===== src/rtl/alu_issue_arbiter.sv =====
// alu_issue_arbiter: round-robin issue of two requesters onto a single ALU.
// Ports: req0/req1 valid/instr/ready handshakes, alu_instr/alu_start/
//  alu_done/alu_abort ALU side, rsp_valid/rsp_err/rsp_dst response, busy.
module alu_issue_arbiter #(
   parameter int unsigned TIMEOUT    = 16,
   parameter logic [15:0] LEGAL_MASK = 16'h807B
) (
   input  logic        clk,
   input  logic        rst,
   input  logic        req0_valid,
   input  logic [15:0] req0_instr,
   output logic        req0_ready,
   input  logic        req1_valid,
   input  logic [15:0] req1_instr,
   output logic        req1_ready,
   output logic [15:0] alu_instr,
   output logic        alu_start,
   input  logic        alu_done,
   output logic        alu_abort,
   output logic [1:0]  rsp_valid,
   output logic        rsp_err,
   output logic [3:0]  rsp_dst,
   output logic        busy
);

   typedef enum logic [1:0] {
      IDLE,
      ISSUE,
      WAIT,
      RESP
   } state_e;

   localparam logic [7:0] CNT_MAX = 8'(TIMEOUT - 1);

   state_e      state_q, state_d;
   logic [15:0] instr_q, instr_d;
   logic        gnt_q, gnt_d;
   logic        rr_q, rr_d;
   logic        err_q, err_d;
   logic [7:0]  cnt_q, cnt_d;

   logic        idle;
   logic        any_req;
   logic        gnt_id;
   logic [15:0] sel_instr;
   logic        sel_legal;
   logic        tmo;

   assign idle    = (state_q == IDLE);
   assign any_req = req0_valid | req1_valid;
   // Contention goes to whoever did not win last; otherwise the lone requester.
   assign gnt_id    = (req0_valid & req1_valid) ? ~rr_q : req1_valid;
   assign sel_instr = gnt_id ? req1_instr : req0_instr;
   assign sel_legal = LEGAL_MASK[sel_instr[15:12]];
   // Done in the same cycle as the last wait slot takes priority.
   assign tmo = (state_q == WAIT) & ~alu_done & (cnt_q == CNT_MAX);

   assign req0_ready = idle & req0_valid & ~gnt_id;
   assign req1_ready = idle & req1_valid & gnt_id;
   assign alu_start  = (state_q == ISSUE);
   assign alu_abort  = tmo;
   assign alu_instr  = (state_q == ISSUE || state_q == WAIT) ? instr_q : 16'h0;
   assign busy       = ~idle;

   always_comb begin
      rsp_valid = 2'b00;
      rsp_err   = 1'b0;
      rsp_dst   = 4'h0;
      if (state_q == RESP) begin
         rsp_valid = gnt_q ? 2'b10 : 2'b01;
         rsp_err   = err_q;
         rsp_dst   = (instr_q[15:12] == 4'hF) ? instr_q[11:8] : instr_q[3:0];
      end
   end

   always_comb begin
      state_d = state_q;
      instr_d = instr_q;
      gnt_d   = gnt_q;
      rr_d    = rr_q;
      err_d   = err_q;
      cnt_d   = cnt_q;
      unique case (state_q)
         IDLE: begin
            if (any_req) begin
               instr_d = sel_instr;
               gnt_d   = gnt_id;
               rr_d    = gnt_id;
               err_d   = ~sel_legal;
               state_d = sel_legal ? ISSUE : RESP;
            end
         end
         ISSUE: begin
            cnt_d   = 8'h0;
            state_d = WAIT;
         end
         WAIT: begin
            if (alu_done) begin
               err_d   = 1'b0;
               state_d = RESP;
            end else if (tmo) begin
               err_d   = 1'b1;
               state_d = RESP;
            end else begin
               cnt_d = cnt_q + 8'd1;
            end
         end
         RESP: state_d = IDLE;
         default: state_d = IDLE;
      endcase
   end

   always_ff @(posedge clk) begin
      if (rst) begin
         state_q <= IDLE;
         instr_q <= 16'h0;
         gnt_q   <= 1'b0;
         rr_q    <= 1'b1;
         err_q   <= 1'b0;
         cnt_q   <= 8'h0;
      end else begin
         state_q <= state_d;
         instr_q <= instr_d;
         gnt_q   <= gnt_d;
         rr_q    <= rr_d;
         err_q   <= err_d;
         cnt_q   <= cnt_d;
      end
   end

endmodule


===== config.mk =====
export PLATFORM = sky130hd
export DESIGN_NAME = alu_issue_arbiter
export DESIGN_NICKNAME = d
export VERILOG_FILES = /design/src/rtl/alu_issue_arbiter.sv
export SDC_FILE = /design/constraint.sdc
export NUM_CORES = 1
export LEC_CHECK = 0
export CORE_ASPECT_RATIO = 0.6
export CORE_MARGIN = 1
export CORE_UTILIZATION = 47
export DETAILED_ROUTE_END_ITERATION = 6
export GPL_ROUTABILITY_DRIVEN = 1
export HOLD_SLACK_MARGIN = 0.08
export PLACE_DENSITY = 0.89
export SYNTH_ARGS = -nofsm -noshare
export SYNTH_HDL_FRONTEND = slang
export SYNTH_SLANG_ARGS = --single-unit

===== constraint.sdc =====
create_clock -name clk -period 2.75 [get_ports clk]
set_input_delay 0.275 -clock clk [delete_from_list [all_inputs] [get_ports clk]]
set_output_delay 0.275 -clock clk [all_outputs]
set_load 0.02 [all_outputs]

Yosys cells after proc, flatten, opt, wreduce, memory -nomap -nowiden
Memories as Yosys holds them, arrays and structs flattened.
Cells that the tools add are included.
- bits in registers: 29
- memory bits (read-only): 16
- memories: 1
- logic and storage cells: 60
- bits of input ports: 37
- memory list (memory ; depth ; bits a word ; read ports ; clocked after memory_dff ; wr ports ; RTL line ; source):
    (no name shown) ; 16 ; 1 ; 1 ; 0 ; 0 ; 54 ; assign sel_legal = LEGAL_MASK[sel_instr[15:12]];
- $lt $le $gt $ge: 1
- add/subtract/negate cells: 1
- equality and inequality tests: 9
- muxes and demuxes: 21
- reduce and logical (&&, ||, !) cells: 8
- bitwise logic cells: 13
- operators with widths (operator ; number):
    16-bit two-way mux ; 2
    8-bit two-way mux ; 2
    8-bit case mux with 2 select lines ; 1
    2-bit two-way mux ; 6
    8-bit by 1-bit adder with 8-bit output (second input constant) ; 1
    8-bit by 4-bit == test with 1-bit output (second input constant) ; 1
    4-bit two-way mux ; 2
    2-bit case mux with 4 select lines ; 1
    1-bit AND ; 7
    1-bit two-way mux ; 6
    3-bit AND reduction ; 2
    4-bit by 5-bit < comparator with 1-bit output (second input constant) ; 1
    1-bit inverter ; 5
    2-bit == test (second input constant) ; 2
    4-bit == test (second input constant) ; 1
    2-bit inequality test (second input constant) ; 2
    2-bit AND reduction ; 2
    2-bit nonzero test ; 2
    3-bit inequality test (second input constant) ; 1
    2-bit by 1-bit == test with 1-bit output (second input constant) ; 1
    2-bit logical NOT ; 1
    2-bit by 1-bit inequality test with 1-bit output (second input constant) ; 1
    1-bit case mux with 2 select lines ; 1
    1-bit logical OR ; 1
    1-bit bitwise OR ; 1

Longest topological paths before layout
- word-level depth: 8
- depth in mapped cells: 7
- mapped depth without buffers: 7

Least setup slack after synthesis
OpenSTA, ideal clock, no wires.
- path kind: register -> register
- from: register state_q[0]
- to: register cnt_q[6]
- setup slack: 1061 ps
- required time: 2632 ps
- arrival time: 1572 ps
- stages on the path, launching flop included: 8
- setup time: 118 ps
- period minus slack after synthesis: 1689 ps
- path through: dfxtp_1 -> inv_1 -> ha_1 -> and4_4 -> a221oi_4 -> nand4_1 -> xor2_1 -> nor2_1
- word-level cells in the longest chain between the ends: 5
- elaborated cells between the ends (all ways): 9
- those cells by class: eq/ne: 4; mux: 1; bitwise: 2; reduce/logical: 2
- RTL lines (element ; RTL line ; source):
    start, declared ; 35 ; state_e state_q, state_d;
    start signal, assigned ; 122 ; state_q <= state_d;
    2-bit == test ; 56, 83 ;
    1-bit AND (2 in a row) ; 56 ; assign tmo = (state_q == WAIT) & ~alu_done & (cnt_q == CNT_MAX);
    2-bit inequality test (no line) ; -- ;
    3-bit AND reduction (no line) ; -- ;
    end signal, assigned ; 127 ; cnt_q <= cnt_d;
    end, declared ; 40 ; logic [7:0] cnt_q, cnt_d;
Several ways; a longest one is shown, not always the timed one.
A chain may end at the register's enable or synchronous reset.

Final worst setup path
- from: register state_q[0]
- to: output alu_instr[3]
- word-level cells in the longest chain between the ends: 3
- elaborated cells between the ends (all ways): 4
- those cells by class: eq/ne: 2; mux: 1; reduce/logical: 1
- RTL lines (element ; RTL line ; source):
    2-bit by 1-bit == test with 1-bit output or 2-bit == test (tied branches) ; 62 ; assign alu_instr = (state_q == ISSUE || state_q == WAIT) ? instr_q : 16'h0;
    1-bit logical OR * ; 62 ;
    16-bit two-way mux * ; 62 ;
    end, declared ; 16 ; output logic [15:0] alu_instr,
Every way passes the cells marked *; elsewhere a longest branch is shown, timed or not.

==> impl_metrics.toml <==
[cells_and_area]
area_growth_syn_to_layout_pct = 45.0
antenna_cells = 0
fin_nets = 304
utilization = 0.737
drive_above_1_share = 0.0690

[clocking]
clk_latency_ps = 270
hold_buffers = 0
post_cts.repair.setup_buffers = 0
cts_buffer_depth = 2
clk_pin_slew_ps = 60
cts-htree-levels = 2
cts_tree = "done"
cts_sinks = 29
cts-root-buf = "clkbuf_8"
cts-buffers-inserted = 5
cts_resized = 0

[drt]
wire_per_inst_microns = 13.7
vias = 1603
wirelength_microns = 4200
firstDrtPassIters = 5
drtAntennaViolNets = 0
first_iter_violations = 67
vias_per_cell = 5.24
route.detailed.drc = 0

[place]
gp_congestion = 0.849
place_hpwl_microns = 3110
io_buffers = 64

[critical_path]
reg2reg_slack_ps = 660
cp_max_fo = 20
crit_arrival_ps = 2180
r2r-end = "cnt_q[3]$_SDFFE_PP0P_"
criticalPathCategory = "reg -> out"
required_ps = 2480
end_kind = "output port"
critPathLaunchType = "flip-flop"
r2r_start = "state_q[0]$_SDFFE_PP0P_"
r2r_cells = 7

[sta]
final-max-slew-violation-count = 0
fin_crit_sh = 0.894
relSlewSlack = 0.552
hold_viol = 0
timing.fmax_mhz = 407
setup_tns_ps = 0
hold_slack_ps = 490
tightest_slew_ps = 670
post-route-min-period_ps = 2460
setup_viol = 0
fin_worst_skew_ps = 2.69
rsz0062_at_grt = "false"

[power_and_ir_drop]
power.leakage_nw = 0.987
pwr_density_cell_nw_per_um2 = 848
max-vdd-ir-drop_v = 0.000494
p_total_mw = 2.10

[synthesis]
synth-async-reset-ratio = 0
synth.distinct_cells = 36
ys_warn_count = 0
netlist_instances = 197
synthFlopType = "dfxtp_1"
ys_ff_latch = 29
synth_area_sq_um = 1710
synth_fp_nets = 240
synth_edf_count = 0
seq_area_frac_synth = 0.340
avgSynthCellArea_sq_um = 8.68

[status]
status = "finished, final reports clean"

[global_routing]
grt_antenna_before_repair = 0
grt_pass1_wl_microns = 7090
grt_max_degree = 33
grt.overflow.total = 0
gr-usage-all-layers = 0.233
grt_pass1_vias = 1557

[run]
max_cap_violations = 0

[hold_path]
hp-start = "rr_q$_SDFFE_PP1P_"
hold_end = "rr_q$_SDFFE_PP1P_"
min_path_type = "reg -> reg"
min_path_cells = 1

[die]
die_w_microns = 79.9
rows = 16
pin_count = 65
start_util = 0.508
die_y_microns = 48.7
core_area_sq_um = 3360
die_area_sq_um = 3890
-- cells in the final DEF (no fill, tap or decap), types with 2 or more instances in the layout --
| master | Yosys | final |
|---|---|---|
| nor2b_1 | 5 | 5 |
| mux2i_1 | 21 | 21 |
| dfxtp_1 | 29 | 29 |
| nand3_1 | 4 | 4 |
| ha_1 | 6 | 6 |
| a211oi_1 | 17 | 17 |
| clkdlybuf4s50_1 | 0 | 64 |
| nand4_1 | 3 | 3 |
| inv_1 | 6 | 6 |
| nor2_1 | 31 | 30 |
| a21o_1 | 2 | 2 |
| buf_4 | 0 | 3 |
| xor2_1 | 6 | 6 |
| a21oi_1 | 7 | 7 |
| nand2b_1 | 4 | 4 |
| o21ai_0 | 4 | 4 |
| nand2_1 | 5 | 5 |
| a31oi_1 | 2 | 2 |
| and2_1 | 19 | 19 |
| clkbuf_8 | 0 | 6 |
-- cell usage after synthesis, drive strengths merged (2+ instances only) --
master	count	area [sq um]
nor2	31	116
dfxtp	29	581
mux2i	21	210
and2	19	119
a211oi	17	128
a21oi	8	43.8
ha	6	75.1
inv	6	22.5
xor2	6	52.6
buf	5	23.8
clkbuf	5	18.8
nand2	5	18.8
nor2b	5	31.3
nand2b	4	25.0
nand3	4	20.0
o21ai	4	20.0
nand4	3	18.8
a21o	2	15.0
a31oi	2	12.5
and3	2	13.8
and4	2	20.0
-- through the flow --
stage          setup WS [ps]  cell area, sq um  instances
2_1_floorplan           1060              1710        197
3_3_place_gp             656              2390        299
3_5_place_dp             576              2390        299
4_1_cts                  273              2480        306
5_1_grt                  160              2480        306
6_report                 291              2480        306
-- routing by layer --
metal,wire [microns],vias up,share of wire,track usage
met3,227,2,0.054,0.0566
met2,1910,49,0.46,0.380
met1,2050,730,0.49,0.312
li1,-,822,-,-
met5,0,-,0,0
met4,12,0,0.0029,0.0476
-- sequential cells by signal, indices dropped and copies added, names as in the netlist --
| name | cells |
|---|---|
| instr_q | 16 |
| cnt_q | 8 |
| state_q | 2 |
| err_q | 1 |
| gnt_q | 1 |
| rr_q | 1 |
-- kinds of logic (layout without fill, tap and decap cells) --
kind of cell / Yosys count / count (layout) / share of synthesized area
muxes: 21 / 21 / 0.123
xor gates and xnor gates: 6 / 6 / 0.0307
DFF: 29 / 29 / 0.340
adders and majority gates: 6 / 6 / 0.0439
and+or+nand+nor: 80 / 80 / 0.253
AOI/OAI and AO/OA: 39 / 39 / 0.171
buffers and inverters: 16 / 80 / 0.0381
-- power breakdown --
group / leakage [nW] / internal, mW / total [mW] / switching, mW
registers: 0.239 / 0.539 / 0.627 / 0.0881
logic: 0.704 / 0.502 / 1.13 / 0.630
clock network: 0.0443 / 0.198 / 0.343 / 0.145
total: 0.987 / 1.24 / 2.10 / 0.863
-- layout make-up --
cell class / count / area [sq um]
Tap cell: 45 / 56.3
Inverter: 6 / 22.5
Timing Repair Buffer: 67 / 663
Sequential cell: 29 / 581
Multi-Input combinational cell: 152 / 1070
Clock buffer: 7 / 86.3
Fill cell: 260 / 885
-- how the worst max path moves through the flow --
stage | start | end | slack, ps | depth (start not counted)
2_1_floorplan | state_q[0]$_SDFFE_PP0P_ | cnt_q[6]$_SDFFE_PP0P_ | 1060 | 7
3_3_place_gp | state_q[1]$_SDFFE_PP0P_ | alu_instr[3] | 660 | 4
3_5_place_dp | state_q[1]$_SDFFE_PP0P_ | alu_instr[2] | 580 | 4
4_1_cts | state_q[0]$_SDFFE_PP0P_ | alu_instr[2] | 270 | 4
5_1_grt | state_q[0]$_SDFFE_PP0P_ | alu_instr[1] | 160 | 4
6_report | state_q[0]$_SDFFE_PP0P_ | alu_instr[3] | 290 | 4
-- critical path, stage by stage, from the launching register on --
cell and delay (ps):
dfxtp_1 360, inv_1 100, ha_1 630, and2_1 200, clkdlybuf4s50_1 620
Power figures use the tool's default switching activity.
==> edit 1: new RTL, same flow settings <==
Re-encode `state_e` (4 states) as one-hot, 4 bits wide.
--- a/src/rtl/alu_issue_arbiter.sv
+++ b/src/rtl/alu_issue_arbiter.sv
@@ -23,11 +23,11 @@
    output logic        busy
 );
 
-   typedef enum logic [1:0] {
-      IDLE,
-      ISSUE,
-      WAIT,
-      RESP
+   typedef enum logic [3:0] {
+      IDLE  = 4'b0001,
+      ISSUE = 4'b0010,
+      WAIT  = 4'b0100,
+      RESP  = 4'b1000
    } state_e;
 
    localparam logic [7:0] CNT_MAX = 8'(TIMEOUT - 1);
Check against the original RTL: no difference found for any inputs over 10 cycles, from zero or initial values and one cycle with rst high; not proved beyond that.
==> edit 1 against the unedited design <==
Sequential cell count increased by 2; via count unchanged; final area increased by 0.50%; synthesized area increased by 0.22%; core utilization increased by 0.37 points; worst setup slack got worse by 0.13 ns; wire length increased by 13%.
Power is not compared: it rests on default switching activity, and its combinational part moved more than twofold at a synthesized area within 25%.
==> edit 1: results (changes against the unedited design) <==
Leak - 0.930 nW
Post-CTS Setup Inserts - 0 (unchanged)
Pre-antenna DRT Iters - 4 (was 5)
Hold Crit Start - cnt_q[1] (was rr_q)
Post_cts resized - 1 (was 0)
Synthesized Nets - 234 (was 240)
Synth top area cells - dfxtp_1 (36%), mux2i_1 (11%), nor2_1 (7.9%) (was dfxtp_1 (34%), mux2i_1 (12%), a211oi_1 (7.5%))
Clk power - 0.339 mW
Routability cong. - 0.825 (was 0.849)
R2R Path End - err_q (was cnt_q[3])
Fraction of layout cells with a size suffix above 1 - 9.85% (was 6.90%)
GRT Util Overall - 26.0% (was 23.3%)
First-pass GRT wire length - 7580 um (was 7090 um)
CP arrival - 2.31 ns (was 2.18 ns)
Worst R2R Setup Slack - 0.82 ns (was 0.66 ns)
Clk root buf - clkbuf_8 (unchanged)
Fillers - 246 (was 260)
DR WL/cell - 15.4 um (was 13.7 um)
Met1 global-route usage - 35.3% (was 31.2%)
Most frequent cells after synthesis - nor2_1 (36), dfxtp_1 (31), mux2i_1 (19) (was nor2_1 (31), dfxtp_1 (29), mux2i_1 (21))
Final clock skew - 0.00593 ns (was 0.00269 ns)
CP endpoint - alu_instr[11] (was alu_instr[3])
Peak supply drop - 0.440 mV
Synth cell types - 42 (was 36)
Avg Synthesized Cell Area - 8.74 um^2 (was 8.68 um^2)
Hold slack final - 0.485 ns (was 0.490 ns)
Met3 Usage GRT - 5.47% (was 5.66%)
Yosys warns - 0 (unchanged)
Largest registers - instr_q x16, cnt_q x8, state_q x4 (was instr_q x16, cnt_q x8, state_q x2)
Met2 GRT Util - 39.9% (was 38.0%)
Met3 wire length - 219 um (was 227 um)
Worst Setup SP - state_q[3] (was state_q[0])
Seq/Total Area, Yosys - 36.2% (was 34.0%)
Worst Max-Slew Pin Slew - 0.738 ns (was 0.670 ns)
Hold Crit Depth - 2 (was 1)
Clock transition at path regs - 0.06 ns (about the same)
Syn-to-layout area delta - 45.4% (was 45.0%)
Num CTS Buffers - 5 (unchanged)
Worst-Skew Late Latency - 0.28 ns
Final cell count without fillers - 309 (was 306)
Reg power frac - 43.8%
Worst-path fanout max - 17 (was 20)
Status - completed (unchanged)
DR iter-0 viols - 79 (was 67)
PortBufs - 64 (unchanged)
Reg2reg start - rr_q (was state_q[0])
Worst reg2reg path depth - 6 (was 7)
Hold Path Sink - cnt_q[1] (was rr_q)
DP HPWL - 3570 um (was 3110 um)
Final #Nets - 301 (was 304)
Met2 WL post-DR - 2130 um (was 1910 um)
Max-Cap Viols - 0 (unchanged)
Post-placement cell area - 0.00241 mm^2 (was 0.00239 mm^2)
Met1 Wirelength - 2350 um (was 2050 um)
edit 1: cell type report:
class	instances	area share [%]
tap	45	2.26
sequential	31	24.9
multi-input combinational	150	41.1
timing repair buffer	71	27.8
clock buffer	7	3.06
clock inverter	1	0.201
inverter	4	0.603
edit 1: cells by family after synthesis:
group / synth area share, %
and+or+nand+nor: 27.5
AOI/OAI and AO/OA: 15.9
DFF: 36.2
muxes: 12.4
buffers and inverters: 4.09
xor gates and xnor gates: 3.07
adders and majority gates: 0.730
edit 1: per-stage QoR:
| step | power [mW] | setup slack (ns) |
|---|---|---|
| 2_1_floorplan | 0.816 | 0.737 |
| 6_report | 1.30 | 0.164 |
| 3_5_place_dp | 0.963 | 0.222 |
| 3_3_place_gp | 0.948 | 0.360 |
| 5_1_grt | 1.36 | 0.0682 |
| 4_1_cts | 1.30 | 0.206 |
edit 1: critical path: stages, from the launching register on:
cell	delay (ns)
dfxtp_1	0.48
nor4b_2	0.10
buf_4	0.17
nor2_2	0.57
nor2b_1	0.14
clkdlybuf4s50_1	0.58
==> edit 2: new RTL, same flow settings <==
Made on the original files. Set the parameter `TIMEOUT` to 12 (it was 16).
--- a/src/rtl/alu_issue_arbiter.sv
+++ b/src/rtl/alu_issue_arbiter.sv
@@ -2,7 +2,7 @@
 // Ports: req0/req1 valid/instr/ready handshakes, alu_instr/alu_start/
 //  alu_done/alu_abort ALU side, rsp_valid/rsp_err/rsp_dst response, busy.
 module alu_issue_arbiter #(
-   parameter int unsigned TIMEOUT    = 16,
+   parameter int unsigned TIMEOUT    = 12,
    parameter logic [15:0] LEGAL_MASK = 16'h807B
 ) (
    input  logic        clk,
Check against the original RTL: same outputs for any inputs over 10 cycles, from zero or initial values and one cycle with rst high; that may be too few to reach the edited logic, so the function may still have changed.
==> edit 2 against the unedited design <==
Critical path depth stayed put; wire length grew 8.7%; final area up 2.7%; synthesized area rose by 4.2%; die area rose by 4.0%; via count rose by 5.4%; register-to-register slack got worse by 0.04 ns; sequential cell count did not move; global-route usage rose by 1.5 points; power fell by 1.7%; worst setup slack worse by 0.048 ns; largest cell class unchanged; largest power group unchanged.
==> edit 2: results (changes against the unedited design) <==
Fillers - 248 (was 260)
Asr flop ratio synth - 0% (unchanged)
Yosys warns - 0 (unchanged)
Post-CTS Setup Inserts - 0 (unchanged)
Clock transition at path regs - 0.06 ns (about the same)
Worst hold path type - register to register (unchanged)
Routed wire length - 4560 um (was 4200 um)
Worst R2R Setup Slack - 0.62 ns (was 0.66 ns)
Complex-gate fraction of the synthesized area - 15.2% (was 17.1%)
Slowest cell delay on critical path - 0.66 ns (was 0.63 ns)
Vias - 1689 (was 1603)
Worst reg2reg path depth - 6 (was 7)
DR WL/cell - 14.6 um (was 13.7 um)
Leak - 0.953 nW (was 0.987 nW)
Synthesized Nets - 246 (was 240)
Hold Crit Depth - 2 (was 1)
Synth cell types - 43 (was 36)
Pre-antenna DRT Iters - 4 (was 5)
Most frequent cells after synthesis - nor2_1 (30), dfxtp_1 (29), mux2i_1 (21) (was nor2_1 (31), dfxtp_1 (29), mux2i_1 (21))
Status - completed (unchanged)
Synth top area cells - dfxtp_1 (33%), mux2i_1 (12%), a211oi_1 (7.6%) (was dfxtp_1 (34%), mux2i_1 (12%), a211oi_1 (7.5%))
Worst-path fanout max - 22 (was 20)
Switching power - 0.838 mW (was 0.863 mW)
DP HPWL - 3550 um (was 3110 um)
Mux cell area share after synthesis - 11.8% (was 12.3%)
Final clock skew - 0.00426 ns (was 0.00269 ns)
ANT cells - 0 (unchanged)
Vias in the first global route - 1608 (was 1557)
Num CTS Buffers - 5 (unchanged)
H-Tree Depth - 2 (unchanged)
DR iter-0 viols - 90 (was 67)
R2R Path End - cnt_q[6] (was cnt_q[3])
Largest net degree at the start of global routing - 33 (unchanged)
Seq/Total Area, Yosys - 32.6% (was 34.0%)
Worst Max-Slew Pin Slew - 0.565 ns (was 0.670 ns)
CP max-delay cell - ha_1 (unchanged)
Reg2reg start - state_q[1] (was state_q[0])
Number of antenna violations at the first check in global routing - 0 (unchanged)
Longest Clk Path Bufs - 2 (unchanged)
Routability cong. - 0.839 (was 0.849)
Clk root buf - clkbuf_8 (unchanged)
GRT Util Overall - 24.7% (was 23.3%)
Peak supply drop - 0.584 mV (was 0.494 mV)
PortBufs - 64 (unchanged)
XOR/XNOR share of the synthesized area - 2.46% (was 3.07%)
Hold Crit Start - instr_q[6] (was rr_q)
First-pass GRT wire length - 7530 um (was 7090 um)
Post-Synth Adder-Cell Area - 4.22% (was 4.39%)
Final #Nets - 310 (was 304)
Post_cts resized - 0 (unchanged)
Largest registers - instr_q x16, cnt_q x8, state_q x2 (unchanged)
Fraction of layout cells with a size suffix above 1 - 6.74% (was 6.90%)
Worst-Skew Late Latency - 0.27 ns (about the same)
Avg Synthesized Cell Area - 8.77 um^2 (was 8.68 um^2)
Delay-heaviest family, CP - buffers and inverters (unchanged)
Hold Path Sink - instr_q[6] (was rr_q)
-- edit 2: worst min-delay path: stages, from the launching register on --
cell and delay (ns):
dfxtp_1 0.30, nor2_1 0.09, a211oi_1 0.05
-- edit 2: layer usage --
layer | track usage (%) | wire length [um] | vias to the layer above
li1 | - | - | 849
met1 | 32.5 | 2150 | 762
met2 | 39.7 | 1970 | 70
met3 | 5.37 | 356 | 8
met4 | 8.63 | 89 | 0
met5 | 0 | 0 | -
-- edit 2: worst max path at each step --
stage / start / to / slack [ns]
after global routing: state_q[1] / alu_instr[7] / 0.07
after CTS: state_q[1] / alu_instr[7] / 0.25
after detailed placement: state_q[0] / alu_instr[7] / 0.55
final: state_q[1] / alu_instr[7] / 0.24
after global placement: state_q[0] / alu_instr[9] / 0.62
after floorplan: cnt_q[0] / alu_abort / 0.95
-- edit 2: layout make-up --
class,instances,area share [%]
timing repair buffer,67,26.1
tap,45,2.21
sequential,29,22.8
clock buffer,7,3.39
inverter,4,0.590
multi-input combinational,160,44.9
-- edit 2: stage by stage --
step                      cell area [um^2]  hold slack (ns)  setup slack, ns  total power, mW
after floorplan                       1780            0.436            0.948             1.31
after global placement                2460            0.474            0.621             1.69
after detailed placement              2460            0.487            0.552             1.72
after CTS                             2540            0.495            0.252             2.07
after global routing                  2540            0.525           0.0733             2.23
final                                 2540            0.494            0.243             2.07
-- edit 2: power by group through the flow --
stage | sequential [mW] | clock (mW) | combinational [mW]
after floorplan | 0.601 | 0 | 0.711
after global placement | 0.624 | 0 | 1.06
after detailed placement | 0.628 | 0 | 1.10
after CTS | 0.621 | 0.350 | 1.10
after global routing | 0.637 | 0.374 | 1.22
final | 0.622 | 0.343 | 1.10
